[config.mk]
export PLATFORM = sky130hd
export DESIGN_NAME = fetch_stage
export DESIGN_NICKNAME = d
export VERILOG_FILES = /design/src/rtl/fetch_stage.sv
export SDC_FILE = /design/constraint.sdc
export NUM_CORES = 1
export LEC_CHECK = 0
export CELL_PAD_IN_SITES_DETAIL_PLACEMENT = 1
export CELL_PAD_IN_SITES_GLOBAL_PLACEMENT = 2
export CORE_ASPECT_RATIO = 1.4
export CORE_UTILIZATION = 26
export DETAILED_ROUTE_END_ITERATION = 7
export HOLD_SLACK_MARGIN = 0.02
export PLACE_DENSITY = 0.87
export SLEW_MARGIN = 20
export SYNTH_ARGS = -nofsm -noshare
export SYNTH_HDL_FRONTEND = slang
export SYNTH_SLANG_ARGS = --single-unit
[constraint.sdc]
create_clock -name clk -period 2.5 [get_ports clk]
set_input_delay 0.375 -clock clk [delete_from_list [all_inputs] [get_ports clk]]
set_output_delay 0.375 -clock clk [all_outputs]
set_load 0.05 [all_outputs]
[src/rtl/fetch_stage.sv]
// Instruction fetch stage: drives the instruction memory address from the PC,
// registers the fetched word for decode, squashes the pipe for a number of
// bubble cycles after a taken branch, and parks in HALT on the halt opcode.
module fetch_stage #(
    parameter int              BUS          = 4,
    parameter int              IW           = 16,
    parameter int              FLUSH_CYCLES = 2,
    parameter logic [IW-1:0]   HALT_INSTR   = {IW{1'b1}}
) (
    input  logic           clk,
    input  logic           rst,
    input  logic           stall,
    input  logic           branch_nop,
    input  logic [BUS-1:0] jump_address,
    input  logic [IW-1:0]  imem_data,
    output logic [BUS-1:0] imem_addr,
    output logic [BUS-1:0] if_pc,
    output logic [IW-1:0]  if_instr,
    output logic           if_valid,
    output logic           halted
);

    typedef enum logic [1:0] {
        RUN   = 2'd0,
        FLUSH = 2'd1,
        HALT  = 2'd2
    } state_t;

    // The counter is loaded one below the bubble count because the FLUSH
    // cycle that sees zero is itself the last bubble.
    localparam logic [2:0] FLUSH_LOAD = 3'(FLUSH_CYCLES - 1);

    state_t         state_q, state_d;
    logic [2:0]     cnt_q, cnt_d;
    logic [BUS-1:0] pc_q, pc_d;
    logic [BUS-1:0] if_pc_q, if_pc_d;
    logic [IW-1:0]  if_instr_q, if_instr_d;
    logic           if_valid_q, if_valid_d;

    // Next-state logic: a branch beats a stall, which beats the state's own action.
    always_comb begin
        state_d    = state_q;
        cnt_d      = cnt_q;
        pc_d       = pc_q;
        if_pc_d    = if_pc_q;
        if_instr_d = if_instr_q;
        if_valid_d = if_valid_q;

        if (branch_nop) begin
            pc_d       = jump_address;
            if_valid_d = 1'b0;
            if_instr_d = '0;
            cnt_d      = FLUSH_LOAD;
            state_d    = FLUSH;
        end else if (!stall) begin
            case (state_q)
                RUN: begin
                    if_pc_d    = pc_q;
                    if_instr_d = imem_data;
                    if_valid_d = 1'b1;
                    if (imem_data == HALT_INSTR) begin
                        state_d = HALT;
                    end else begin
                        pc_d = pc_q + BUS'(1);
                    end
                end
                FLUSH: begin
                    if_valid_d = 1'b0;
                    if (cnt_q == 3'd0) begin
                        state_d = RUN;
                    end else begin
                        cnt_d = cnt_q - 3'd1;
                    end
                end
                HALT: begin
                    if_valid_d = 1'b0;
                end
                default: begin
                    state_d = RUN;
                end
            endcase
        end
    end

    // State register with synchronous reset that also discards any pending branch target.
    always_ff @(posedge clk) begin
        if (rst) begin
            state_q    <= RUN;
            cnt_q      <= 3'd0;
            pc_q       <= '0;
            if_pc_q    <= '0;
            if_instr_q <= '0;
            if_valid_q <= 1'b0;
        end else begin
            state_q    <= state_d;
            cnt_q      <= cnt_d;
            pc_q       <= pc_d;
            if_pc_q    <= if_pc_d;
            if_instr_q <= if_instr_d;
            if_valid_q <= if_valid_d;
        end
    end

    assign imem_addr = pc_q;
    assign if_pc     = if_pc_q;
    assign if_instr  = if_instr_q;
    assign if_valid  = if_valid_q;
    assign halted    = (state_q == HALT);

endmodule

==> results of run 1 <==
## area by class of cell
cell class | instances | area share [%]
multi-input cells | 112 | 33.6
repair buffers | 52 | 26.1
clock buffers | 6 | 4.21
inverters | 7 | 1.34
flip-flops and latches | 30 | 30.6
well taps | 64 | 4.08
## stage by stage
stage / instance area (um2) / setup slack (ns) / power, mW / cells
6_report: 1960 / 0.423 / 1.09 / 271
5_1_grt: 1960 / 0.312 / 1.16 / 271
4_1_cts: 1960 / 0.382 / 1.11 / 271
3_5_place_dp: 1880 / 0.373 / 0.736 / 265
3_3_place_gp: 1880 / 0.427 / 0.734 / 265
2_1_floorplan: 1320 / 0.884 / 0.642 / 156
## registers in the layout, summed over array words and instances, names as in the netlist
name,cells
cnt_q,3
if_valid,1
if_instr,16
state_q,2
if_pc,4
imem_addr,4
## per-layer routing
layer / global-route usage, % / vias up / routed length [um]
li1: - / 630 / -
met5: 0 / - / 0
met3: 3.82 / 5 / 148
met1: 14.9 / 574 / 1380
met2: 25.7 / 33 / 1760
met4: 8.25 / 0 / 78
## power by group
part           switching (mW)  internal [mW]  total [mW]  leakage [nW]
combinational           0.123         0.0890       0.212         0.413
sequential             0.0136          0.497       0.510         0.245
clock                   0.160          0.212       0.371        0.0431
## cells in the final DEF (no fill, tap or decap), drive strengths merged
cell and count:
clkdlybuf4s50 49, nand2 36, dfxtp 30, a21oi 23, nor2 10, ha 7
inv 6, o21ai 6, clkbuf 6, a211oi 4, nand4 4, nor2b 3
buf 3, nor3 2, xnor2 2, or3 2, a311oi 2, o41ai 2
clkinv 1, mux2i 1, nand2b 1, xor2 1, or2 1, o21a 1
nor4 1, o21ba 1, nor4b 1, nand3 1
## worst max-delay path, delay by kind of cell (launching register included)
family / cells / cell delay (ns)
fa+ha+maj: 1 / 0.18
flops: 1 / 0.33
buf+inv: 2 / 0.92
## cell families after synthesis
logic type,count (synthesis),share of synthesized area [%]
DFF,30,45.6
buffers and inverters,14,4.28
adders and majority gates,7,6.65
muxes,1,0.760
and+or+nand+nor,62,21.6
xor gates and xnor gates,3,2.00
AOI/OAI and AO/OA,39,19.1
## worst paths after layout
check	slack, ns	cells after the start	to	startpoint
max	0.42	3	halted	state_q[0]
min	0.45	2	if_instr[7]	if_instr[7]
max reg2reg	0.72	6	imem_addr[3]	state_q[0]
min reg2reg	0.45	2	if_instr[7]	if_instr[7]
==> impl_metrics.ini, run 1 <==
[outcome]
run_status = completed

[detailed_routing]
drt_wl_total_um = 3370
wire_per_inst_um = 12.4
dr.first_iter.drc_count = 45
drcViolationCount = 0
vias_per_cell = 4.58
dr.pass1.iters = 3
ant_nets = 0
vias = 1242

[setup_path]
worstPathRequired_ns = 2.12
startpoint_type = register
crit_fanout = 3
cp_slowest_stage_delay_ns = 0.82
slowest_stage = clkdlybuf4s50_1
crit_type = reg -> out
arrival_ns = 1.70
crit_path_cell_trace = inv_1 -> ha_1 -> clkdlybuf4s50_1
endpoint_kind = output pin

[sta]
setup_tns_ns = 0
max_freq_mhz = 481
period_needed_ns = 2.08
setup_viol = 0
min_period_over_period_pct = 83.1
tightest_slew_ns = 0.513
finalMaxSlewViolations = 0
rsz0062_at_grt = false
whs_ns = 0.451
finalHoldViolCount = 0
slew_headroom_pct = 65.7
clock_skew_ns = 0.00391

[grt]
grt_pass1_wl_um = 5920
overflow = 0
grt_pass1_vias = 1298
grt_max_degree = 21
track_usage_pct = 14.3
antenna_found_initial = 0

[place]
hpwl_um = 2590
place_congestion = 0.681
port_buffers = 49

[floorplan]
design.die.area_mm2 = 0.00536
fp-row-count = 30
die_y_um = 86.2
core_area_mm2 = 0.00484
pin_count = 50
die_w_um = 62.1
start_util_pct = 27.2

[logic_synthesis]
synthDistinctLibCells = 30
yosysWarnings = 0
synth.area.top_cells = dfxtp_1 46%, nand2_1 10%, a21oi_1 8.7%
avgSynthCellArea_um2 = 8.44
ys_seq_elements = 30
synthCells = 156
synth.yosys.seq_area_share_pct = 45.6
synth_edf_count = 0
async_flop_share_pct = 0
synth_area_mm2 = 0.00132
synth_top_area_cell = dfxtp_1
synth_most_common_cell = nand2_1
synth_ff_type = dfxtp_1
synth_common_cells = 36 x nand2_1, 30 x dfxtp_1, 23 x a21oi_1, 10 x nor2_1, 7 x ha_1
synth_nets = 187
synth_top_area_share_pct = 45.6

[hold_path]
hp-class = reg -> reg

[clocking]
htreeDepth = 2
cts_root_buf = clkbuf_8
ctsHoldBuffers = 0
clkSinkCount = 30
post_cts_resized = 0
numCtsBuffers = 5
cts_setup_buffers = 0
clockBufferDepth = 2
clock_latency_ns = 0.27
clkTransAtPathRegs_ns = 0.06
cts_tree = done

[pwr]
p_leak_nw = 0.700
power_density_mw_per_mm2 = 558
ir_drop_uv = 212

[finish]
multi_input_area_um2 = 659
num_antenna_cells = 0
nets = 239
syn_to_final_growth_pct = 49.0
seqCellArea_um2 = 601
fill_cells = 573
layout-drive-gt1-share_pct = 7.25
finish.utilization_pct = 40.5

[job]
max-cap-violations = 0
Power figures use the tool's default switching activity.
==> run 2, diff against run 1 <==
Settings changed: CORE_UTILIZATION 26 to 24, PLACE_DENSITY 0.87 to 0.81.
Clock period 2.5 ns to 2.1 ns, I/O delays scaled along.
==> impl_metrics.ini, run 2 (same netlist as run 1, synthesis figures left out) <==
[outcome]
run_status = completed

[place]
dpl.cell_count = 270
port_buffers = 49
place_congestion = 0.721
hpwl_um = 2780

[finish]
syn_to_final_growth_pct = 51.4
largest_reg_flops = 16
final_common_cell = clkdlybuf4s50_1
layout-drive-gt1-share_pct = 9.43
num_antenna_cells = 0
layoutNonFillerInstCount = 278
finish.utilization_pct = 38.1
nets = 242
final_cell_mix = 48 x clkdlybuf4s50_1, 36 x nand2_1, 30 x dfxtp_1

[setup_path]
crit_type = reg -> out
worstPathRequired_ns = 1.78
slowest_stage = clkdlybuf4s50_1
reg2reg_slack_ns = 0.28
startpoint = imem_addr[1]
critPathBufInv = 1
critPathTopFamily = buffers and inverters
crit_path_cell_trace = clkdlybuf4s50_1
startpoint_type = register
crit_fanout = 5
r2r_start = state_q[0]
endpoint_kind = output pin
arrival_ns = 1.53
cp_slowest_stage_delay_ns = 0.84

[floorplan]
design.die.area_mm2 = 0.00579
start_util_pct = 25.1
die_y_um = 89.6
die_w_um = 64.6
pin_count = 50
core_area_mm2 = 0.00524
fp-row-count = 31

[sta]
setup_viol = 0
min_period_over_period_pct = 88.0
max_freq_mhz = 541
whs_ns = 0.459
finalMaxSlewViolations = 0
setup_tns_ns = 0
tightest_slew_ns = 0.503
slew_headroom_pct = 66.4
period_needed_ns = 1.85
rsz0062_at_grt = false
finalHoldViolCount = 0
clock_skew_ns = 0.00341

[clocking]
cts_tree = done
post_cts_resized = 0
cts_root_buf = clkbuf_8
clkSinkCount = 30
clockBufferDepth = 2
clkTransAtPathRegs_ns = 0.06
htreeDepth = 2
cts_setup_buffers = 0
clock_latency_ns = 0.28
numCtsBuffers = 5
ctsHoldBuffers = 0

[detailed_routing]
wire_per_inst_um = 13.1
vias_per_cell = 4.60
ant_nets = 0
drt_wl_total_um = 3650
drcViolationCount = 0
dr.pass1.iters = 3
dr.first_iter.drc_count = 41
vias = 1280

[grt]
track_usage_pct = 13.5
grt_pass1_vias = 1291
overflow = 0
grt_max_degree = 21
antenna_found_initial = 0
grt_pass1_wl_um = 5800

[pwr]
power_density_mw_per_mm2 = 676
p_leak_nw = 0.722
ir_drop_uv = 313

[hold_path]
min_from = if_instr[12]
hp-class = reg -> reg

[job]
max-cap-violations = 0
-- run 2: through the flow --
| step | power, mW | worst slack, ns | area [um2] |
|---|---|---|---|
| after detailed placement | 0.884 | 0.0134 | 1900 |
| final | 1.35 | 0.252 | 1990 |
| after CTS | 1.37 | 0.228 | 1990 |
| after global placement | 0.881 | 0.0926 | 1900 |
| after floorplan | 0.764 | 0.484 | 1320 |
| after global routing | 1.42 | 0.154 | 1990 |
-- run 2: cell type report --
| class | instances | area, um2 |
|---|---|---|
| Multi-Input combinational cell | 112 | 659 |
| Clock inverter | 1 | 5.00 |
| Sequential cell | 30 | 601 |
| Timing Repair Buffer | 55 | 533 |
| Clock buffer | 7 | 86.3 |
| Tap cell | 66 | 82.6 |
| Inverter | 7 | 26.3 |
| Fill cell | 629 | 3240 |
-- run 2: power by group --
part	total [mW]	switching (mW)	internal (mW)	leakage, nW
clock network	0.478	0.214	0.264	0.0482
registers	0.608	0.0169	0.591	0.245
logic	0.261	0.151	0.110	0.429
-- run 2: per-layer routing --
metal / global-route usage [%] / wire [um] / vias to the layer above
met1: 13.1 / 1430 / 594
met5: 0 / 0 / -
met4: 6.06 / 68 / 0
li1: - / - / 639
met2: 26.0 / 1920 / 41
met3: 3.91 / 222 / 6
-- run 2: worst paths after layout --
check | end | cells after the start
max | imem_addr[1] | 1
min | if_instr[12] | 2
max reg2reg | imem_addr[3] | 6
min reg2reg | if_instr[12] | 2
